`src/rtl/rr_output_arbiter.sv`:
```
// Round-robin wormhole arbiter for one router output port: picks one of N inputs,
// holds the one-hot crossbar select for the whole packet, then rotates priority.
module rr_output_arbiter #(
  parameter int N    = 5,
  parameter int IDXW = 3
) (
  input  logic            clk,
  input  logic            rst,
  input  logic [N-1:0]    req,
  input  logic [N-1:0]    tail,
  input  logic            out_ready,
  output logic [N-1:0]    grant,
  output logic [IDXW-1:0] grant_idx,
  output logic            busy,
  output logic            xfer
);

  typedef enum logic {IDLE, BUSY} state_t;

  state_t          state, state_nxt;
  logic [N-1:0]    grant_nxt;
  logic [IDXW-1:0] idx_nxt, ptr, ptr_nxt, pick;
  logic            found;

  assign busy = (state == BUSY);
  assign xfer = busy & req[grant_idx] & out_ready;

  // Rotating search: first requester at or after ptr, wrapping modulo N.
  always_comb begin
    // NOTE: every comb output gets a default first so no path can infer a latch.
    pick  = '0;
    found = 1'b0;
    for (int k = 0; k < N; k++) begin
      int idx;
      idx = int'(ptr) + k;
      if (idx >= N) idx = idx - N;
      if (!found && req[idx]) begin
        found = 1'b1;
        pick  = IDXW'(idx);
      end
    end
  end

  always_comb begin
    state_nxt = state;
    grant_nxt = grant;
    idx_nxt   = grant_idx;
    ptr_nxt   = ptr;
    case (state)
      IDLE: begin
        if (found) begin
          state_nxt = BUSY;
          grant_nxt = N'(1) << pick;
          idx_nxt   = pick;
        end
      end
      BUSY: begin
        // Release only on an accepted tail flit from the owning input.
        if (xfer && tail[grant_idx]) begin
          state_nxt = IDLE;
          grant_nxt = '0;
          idx_nxt   = '0;
          ptr_nxt   = (grant_idx == IDXW'(N - 1)) ? '0 : grant_idx + 1'b1;
        end
      end
      default: begin
        state_nxt = IDLE;
        grant_nxt = '0;
        idx_nxt   = '0;
      end
    endcase
  end

  // NOTE: sequential state uses non-blocking assignments so all flops update together.
  always_ff @(posedge clk or negedge rst) begin
    if (!rst) begin
      state     <= IDLE;
      grant     <= '0;
      grant_idx <= '0;
      ptr       <= '0;
    end else begin
      state     <= state_nxt;
      grant     <= grant_nxt;
      grant_idx <= idx_nxt;
      ptr       <= ptr_nxt;
    end
  end

endmodule

```
`config.mk`:
```
export PLATFORM = sky130hd
export DESIGN_NAME = rr_output_arbiter
export DESIGN_NICKNAME = d
export VERILOG_FILES = /design/src/rtl/rr_output_arbiter.sv
export SDC_FILE = /design/constraint.sdc
export NUM_CORES = 1
export LEC_CHECK = 0
export CAP_MARGIN = 20
export CELL_PAD_IN_SITES_DETAIL_PLACEMENT = 0
export CELL_PAD_IN_SITES_GLOBAL_PLACEMENT = 1
export CORE_MARGIN = 3
export CORE_UTILIZATION = 25
export CTS_BUF_LIST = sky130_fd_sc_hd__clkbuf_8 sky130_fd_sc_hd__clkbuf_16
export CTS_CLUSTER_SIZE = 40
export DETAILED_ROUTE_END_ITERATION = 12
export PLACE_DENSITY = 0.58
export SETUP_SLACK_MARGIN = 0.1
export SKIP_LAST_GASP = 1
export SYNTH_ARGS = -nofsm -noshare
export SYNTH_HDL_FRONTEND = slang
export SYNTH_SLANG_ARGS = --single-unit
```
`constraint.sdc`:
```
create_clock -name clk -period 8.4 [get_ports clk]
set_clock_uncertainty 0.1 [all_clocks]
set_input_delay 0.84 -clock clk [delete_from_list [all_inputs] [get_ports clk]]
set_output_delay 0.84 -clock clk [all_outputs]
set_load 0.01 [all_outputs]
```
# == Word-level counts from Yosys, hierarchy flattened ==
# Index checks and enable logic that the tools add are counted.
# Widths: inputs -> output; s select.
# op_classes
add_sub_neg,10
magnitude_cmp,11
n_eq_ne,3
n_shift,1
n_mux,44
n_bitwise,3
reduce_logical,11
# op_table
cell,count
$lt 32x5->1 const B,5
$mux 32,5
$mux 3,8
$bmux 1 s3,7
$sub 4x3->5 const B,4
$mux 1,19
$ge 4x3->1 const B,4
$mux 5,2
$pmux 5 s2,1
$add 3x2->4 const B,2
$pmux 3 s2,1
$logic_and 1x1->1,5
$shl 1x3->5 const A,1
$add 3x1->4 const B,1
$add 3x3->4 const B,1
$logic_not 1->1,4
$lt 3x4->1 const B,1
$reduce_and 2->1,2
$sub 3x3->4 const B,1
$add 3x1->3 const B,1
$eq 3x3->1 const B,1
$ge 3x3->1 const B,1
$and 1x1->1,2
$ne 2x1->1 const B,1
3 further kinds,3
# word_totals
reg_bits,12

# == Depth between registers and ports, before layout ==
# Gate-level depths: netlist of the first run.
# logic_depth
word_depth,21
ltp_mapped,15
depth_no_buf,13

# == Worst setup path before layout of the first run ==
# No wires, ideal clock.
# synth_path
path_kind,flip-flop to flip-flop
from,register ptr[1]
to,register grant[0]
setup_ns,0.122
arrival_ns,3.339
setup_slack_ns,4.839
path_stages_with_launch,15
n_path_buf,1
period_less_slack_ns,3.561
cell_sequence,dfrtp_1 -> buf_6 -> inv_1 -> ha_1 -> inv_1 -> ha_1 -> a21oi_2 -> mux4_2 -> o311a_1 -> or2_4 -> and3b_2 -> a41oi_4 -> a21boi_2 -> and2_4 -> a32o_1
# synth_between
elab_chain_cells,21
# synth_lines
element,line,text
"start, declared",22,"logic [IDXW-1:0] idx_nxt, ptr, ptr_nxt, pick;"
"start signal, assigned",85,ptr <= ptr_nxt;
branches (longest 21 deep; another with $sub 4x3->5),-,
"end signal, assigned",83,grant <= grant_nxt;
"end, declared",12,"output logic [N-1:0] grant,"
# Parallel ways; which one is timed is not known. The select of a mux whose other input is x is not followed.
# A chain may end at the register's enable or synchronous reset.

# == Worst setup path in the final report of the first run ==
# layout_path
from,register ptr[0]
to,register grant[2]
# The elaborated chain is that of the path after synthesis.

==> results of run 1 <==
-- routing by layer --
metal | track usage | share of wire
met4 | 0.0365 | 0.0075
met5 | 0 | 0
met1 | 0.202 | 0.47
met2 | 0.205 | 0.46
met3 | 0.0173 | 0.056
-- worst max-delay path, stage by stage, from the launching register on --
cell	delay (ns)
dfrtp_1	0.85
inv_2	0.27
ha_1	0.63
nand2_1	0.19
o41ai_2	0.41
nor2_1	0.17
nor4b_1	0.48
a311oi_2	0.16
a211o_1	0.33
a31oi_1	0.32
inv_1	0.07
a32o_1	0.24
-- how the worst max path moves through the flow --
stage / start / endpoint / cells after the start
finish: ptr[0]$_DFFE_PN0P_ / grant[2]$_DFFE_PN0P_ / 11
CTS: ptr[0]$_DFFE_PN0P_ / grant[2]$_DFFE_PN0P_ / 11
global route: ptr[0]$_DFFE_PN0P_ / grant[2]$_DFFE_PN0P_ / 11
floorplan: ptr[1]$_DFFE_PN0P_ / grant[0]$_DFFE_PN0P_ / 14
global placement: ptr[0]$_DFFE_PN0P_ / grant[2]$_DFFE_PN0P_ / 13
detailed placement: ptr[0]$_DFFE_PN0P_ / grant[2]$_DFFE_PN0P_ / 11
-- stage by stage --
stage                     worst slack (ns)  std cells  area, sq um  utilization
final                                 4.06        311         2090        0.319
after detailed placement              4.14        307         2040        0.310
after floorplan                       4.84        198         1750            -
after global placement                4.10        307         2040        0.310
after CTS                             4.13        311         2090        0.319
after global routing                  3.67        311         2090        0.319
-- logic make-up after synthesis --
group | count (synthesis)
compound gates | 65
xor+xnor | 4
fa+ha+maj | 15
buf+inv | 18
flops | 12
mux | 18
simple gates | 66
-- cell type report --
type,instances,area (sq um)
clock buffer,4,55.1
fill,707,4480
inverter,12,45.0
multi-input combinational,168,1360
sequential,12,300
tap,93,116
timing repair buffer,22,220
-- flip-flops by register name (all words and copies together) (netlist names) --
register   cells
grant_idx      3
grant          5
busy           1
ptr            3
-- Yosys cell counts, types with 2 or more instances --
cell      number
a211o_1        3
a21boi_1       2
a21o_1         4
a21oi_1       15
a22oi_1        2
a31oi_1        3
a32o_1         3
buf_2          2
buf_4          2
buf_6          2
dfrtp_1       12
ha_1          15
inv_1         11
mux2_1         3
mux2i_1        8
mux4_2         5
nand2_1       15
nand2b_1       9
nand3_1        6
nor2_1        12
nor2b_1        2
nor3_1         6
o21a_1         2
o21ai_0        9
o21ai_1        3
o22ai_1        3
or2_4          2
xnor2_1        3
==> results.txt, run 1 <==
- Capture endpoint of the worst hold path: grant[4]$_DFFE_PN0P_
- Count of cell types in the netlist: 62
- Setup violations remaining at the end of the flow were counted as 0.
- The first TritonRoute pass finished after 4 iterations.
* Transition at the pin with the smallest max-transition slack: between 0.7 and 0.8 ns
* Remaining antenna violation count after routing: 0
- At the end of the flow, the number of nets in the layout was 247.
- The worst path needs 4.34 ns of the cycle, external delays included.
- Relative max-transition margin: 0.473
- EDFF count, synth: 0
* Die extent in y: 89.6 um
- Clock-pin slew was measured on the worst setup and hold paths at 0.06 ns.
- Setup repair after global routing left no endpoint under its margin.
- Based on the critical path, the design can be clocked at up to 0.230 GHz.
* Total grt overflow: 0
- Post-Syn Nets: 226
- Area of the die: 8030 sq um
- Summed over all failing endpoints, the final setup total negative slack is 0 ns.
- The final count of hold timing violations was 0.
- Count of vias placed by the detailed router: 1626
- The initial utilization of the core area, before any placement, comes to 0.266.
- By area, the combinational part of the netlist is dominated by compound AO/OA/AOI/OAI gates.
- Commonest non-fill, non-tap cell in the layout: clkdlybuf4s50_1
- Sequential share of the synthesized area: 0.172
- For flop-to-flop paths, the worst setup slack is 4.06 ns.
- In the routed design, unresolved DRC markers number 0.
- Of the cells placed in the final design, the portion with a size suffix greater than 1 is 0.124.
- The total area inside the core boundary comes to 6570 sq um.
- For the worst setup path, the data required time is 8.43 ns.
- I/O Pins: 23
* Share of the cycle needed by the critical path after routing: 0.517
- The via count of the first global-routing pass came to ~1.6k.
- Average cell area after synthesis: 8.83 sq um
- The min-delay analysis places its worst path in the category reg -> reg.
* Crit path kind: reg -> reg
* Worst endpoint data arrival time: approximately 4.4 ns
- Post-Syn Area: 1750 sq um
* CP endpoint kind: register
- Initial DRC count: 177
- Post-CTS Setup Repair Bufs: 0
- For this run, asynchronously set or reset flops after synthesis account for 1.00.
- Number of CTS-inserted buffers: 3
- The initial antenna violation count was 0.
- Predominant post-synthesis flop cell: dfrtp_1
- Synth Area in XOR/XNOR: 0.0200
- Hold_buf cts: 0
* Clk Tree Root Cell: clkbuf_8
* Most frequent cells in the layout: 22 x clkdlybuf4s50_1, 15 x nand2_1, 15 x a21oi_1, 15 x ha_1
* MaxCap Viol Count: 0
- Row generation in the floorplan step produced 29 rows.
* Wirelength per Cell: 16.3 um
* Worst reg2reg startpoint: ptr[0]$_DFFE_PN0P_
- Of the total synthesized cell area, the portion taken by AND, OR, NAND and NOR gates is 0.223.
* Cells after Synth: just under 200
- All-layer global routing usage: 0.136
- After synthesis the netlist holds a flip-flop and latch count of 12.
- Endpoint of the most critical register-to-register path: grant[2]$_DFFE_PN0P_
- Final hold analysis gives a worst-case slack of 0.385 ns.
- For the worst-skew pair, the clock arrives at the later sink with an insertion delay of 0.24 ns.
* Clock tree from TritonCTS: yes
- The share of synthesized area in the top cell type comes to 0.172.
- The congestion estimate from routability-driven global placement came to approximately 0.82.
* Clock tree sinks: 12
* Worst Min Path Start: grant[4]$_DFFE_PN0P_
* Sort of element at the start of the critical path: register
- Along the worst hold path, the cell count comes to 1.
* Htree depth: 1
* Critical-path maximum fanout: 21
- For this run, the number of Yosys warnings is 0.
- The max-slew violation total from the final report came to 0.
- After clock tree synthesis, the repair step resized 0 gates.
* Synth top area cells: dfrtp_1 17%, ha_1 11%, mux4_2 6.4%
* Post-synth top area cell: dfrtp_1
- The flow ran to the end, and the final reports show no timing, DRC or antenna violations.
* Syn-to-layout area delta: 19.7%
* Count of buffers inserted at the top-level ports: 22
- The post-synthesis compound-gate area fraction is 0.280.
- After detailed routing, the number of vias per cell comes to roughly 5.2.
- Area share of fa/ha/maj cells after synthesis: 0.107
- First-pass GRT wire length: 8.44 mm
* HPWL Detailed: between 3 and 4 mm
- Antenna diode instance count: 0
- Fraction of synthesized area in multiplexers: 0.145
- Maximum number of buffers from clock root to sink: 2
* Maximum number of pins on one net before global-route repair: 22
* Overall die width: roughly 90 um
- Worst Reg2Reg Path Length in Cells: 11
* Final wirelength: 5.06 mm
Power of run 1 is not shown: default switching activity piles up to over one toggle a cycle in this logic, so the estimate is an artifact.
==> run 2: changes to the inputs <==
==> constraint.sdc (replaced) <==
create_clock -name clk -period 4.5 [get_ports clk]
set_clock_uncertainty 0.1 [all_clocks]
set_input_delay 0.45 -clock clk [delete_from_list [all_inputs] [get_ports clk]]
set_output_delay 0.45 -clock clk [all_outputs]
set_load 0.01 [all_outputs]
==> results.txt, run 2 (synthesis results as in run 1) <==
* Number of CTS-inserted buffers: 3 (unchanged)
- Instance count along the most critical hold path: 1 (unchanged)
* Final-report hold violation count: 0 (unchanged)
- The count of port buffers added during placement is 22 (unchanged).
* Wirelength per Cell: 15.7 um (-3.7%)
- Relative max-transition margin: 0.589 (+0.116)
* Endpoint required time on the critical path: 4.53 ns (-3.90 ns)
* Endpoint of the most critical register-to-register path: grant[2]$_DFFE_PN0P_
- The combined global-route utilization of all metal layers came to 0.133 (-0.00243).
- Maximum number of pins on one net before global-route repair: 21 (-4.5%)
* CP max stage cell: ha_1
* Area of the die: 8030 sq um (unchanged)
- Initial DRC count: 60 (-66%)
- Transition at the pin with the smallest max-transition slack: 0.617 ns (-0.174 ns)
- Met1 usage in global routing: 0.196 (-0.00652)
- The clock input transition at the sequential cells of the worst setup and hold paths came to 0.06 ns (about the same).
- The max-slew violation total from the final report is 0 (unchanged).
- The number of DRC violations after detailed routing was 0 (unchanged).
- Count of vias placed by the detailed router: 1620 (-0.37%)
- Setup repair after global routing left no endpoint under its margin.
* I/O Pins: 23 (unchanged)
- Nets@finish: 251 (+1.6%)
* Clock tree from TritonCTS: yes
* CP endpoint kind: register
- Max reg flops: 5 (unchanged)
* HPWL Detailed: 3.78 mm (-0.31%)
* Share of the cycle needed by the critical path after routing: 0.867 (+0.350)
- In the final layout, the registers with the most flip-flops are grant x5, grant_idx x3, ptr x3.
* Final wirelength: 4.94 mm (-2.4%)
* Max Clock Freq: 0.256 GHz (+11%)
- The met3 usage is 0.0164 (-0.000912).
* Crit path kind: reg -> reg
- Most frequent cells in the layout: 22 x clkdlybuf4s50_1, 15 x nand2_1, 15 x a21oi_1, 15 x ha_1
- The max capacitance violation total is 0 (unchanged).
- Max incr delay on CP: 0.47 ns (-0.38 ns)
- Remaining antenna violation count after routing: 0 (unchanged)
- The endpoint arrival time on the critical path came to 3.93 ns (-0.44 ns).
- The library cell used most frequently in the layout, excluding fill and tap cells, is clkdlybuf4s50_1.
* Standard cell core area: 6570 sq um (unchanged)
- Htree depth: 1 (unchanged)
- Sort of element at the start of the critical path: register
- Capture endpoint of the worst hold path: grant[4]$_DFFE_PN0P_
- The cell sitting at the root of the clock tree is a clkbuf_8.
- Largest register by flop count: grant
* Post-CTS Setup Repair Bufs: 0 (unchanged)
- The global routing stage identified its most utilized layer as met2.
- Worst reg2reg startpoint: ptr[1]$_DFFE_PN0P_
- The count of endpoints failing setup in the final report is 0 (unchanged).
- The reg-to-reg setup timing slack is 0.60 ns (-3.46 ns).
- Overall die width: 89.6 um (unchanged)
- Total grt overflow: 0 (unchanged)
- The number of cell instances on the worst register-to-register path came to 13 (+2).
- The post-cts gate resize count came to 0 (unchanged).
- The run finished with clean final reports.
- Launch point of the worst path: ptr[1]$_DFFE_PN0P_
- The clock insertion delay at the later pin of the skew report was 0.24 ns (about the same).
* Hold_buf cts: 0 (unchanged)
- The post-layout minimum cycle time was 3.90 ns (-0.438 ns).
- Setup Total Neg Slack: 0 ns (unchanged)
- The worst-path maximum fanout was 10 (-52%).
- Number of cell rows: 29 (unchanged)
* Via/cell ratio: 5.14 (-1.6%)
* Antenna violations before repair: 0 (unchanged)
* Syn-to-layout area delta: 21.4%
* Most repeated library cell on the critical path: inv_1
- Initial Utilization: 0.266 (unchanged)
- Number of iterations in the first detailed-routing pass: 4 (unchanged)
- Share of post-route cells with drive strength above 1: 0.140 (+0.0158)
- The clock sink count came to 12 (unchanged).
- Global-route track usage on met2: 0.203 (-0.00199)
* Antenna diode instance count: 0 (unchanged)
- Via count of the first global-routing pass: 1603 (+0.44%)
- Die extent in y: 89.6 um (unchanged)
- The tightest min-delay check is of the reg -> reg type.
* First-pass GRT wire length: 8.33 mm (-1.3%)
- The weighted congestion reported at the end of routability-driven placement was 0.791 (-3.7%).
* Maximum number of buffers from clock root to sink: 2 (unchanged)
* Sequence of cells on the critical path: inv_1 -> ha_1 -> inv_1 -> ha_1 -> inv_1 -> o41ai_2 -> nor2_1 -> nor4b_1 -> a311oi_2 -> a211o_1 -> a31oi_1 -> inv_1 -> a32o_1
* Worst Min Path Start: grant[4]$_DFFE_PN0P_
## run 2: changes by cell type in the layout (fill, tap and decap cells not counted)
| cell | change |
|---|---|
| buf_4 | +4 |
## run 2: worst max path at each step
stage | end | cells after the start
2_1_floorplan | grant[0]$_DFFE_PN0P_ | 14
3_3_place_gp | grant[2]$_DFFE_PN0P_ | 13
3_5_place_dp | grant[2]$_DFFE_PN0P_ | 13
4_1_cts | grant[2]$_DFFE_PN0P_ | 13
5_1_grt | grant[2]$_DFFE_PN0P_ | 13
6_report | grant[2]$_DFFE_PN0P_ | 13
## run 2: stage by stage
step                worst slack, ns  hold WS [ns]  instance area, sq um  utilization  instances
floorplan                     0.939        0.0544                  1750            -        198
global placement              0.677         0.377                  2070        0.315        311
detailed placement            0.636         0.369                  2070        0.315        311
CTS                           0.615         0.387                  2120        0.323        315
global route                  0.219         0.423                  2120        0.323        315
finish                        0.599         0.384                  2120        0.323        315
## run 2: per-layer routing
layer / share of wire / wire, um / up-vias
met5: 0 / 0 / -
li1: - / - / 797
met2: 0.42 / 2090 / 30
met1: 0.53 / 2620 / 784
met3: 0.030 / 146 / 9
met4: 0.016 / 78 / 0
## run 2: layout make-up
cell class                 count  area, sq um
timing repair buffer          26          250
sequential                    12          300
fill                         701         4450
clock buffer                   4         55.1
inverter                      12         45.0
multi-input combinational    168         1360
tap                           93          116
## run 2: critical path: cells and delay by family, from the launching register on
family,cells,cell delay [ns]
DFF,1,0.37
adders and majority gates,2,0.68
AOI/OAI and AO/OA,5,1.58
and+or+nand+nor,2,0.61
buffers and inverters,4,0.44
Power of run 2 is left out for the same reason.
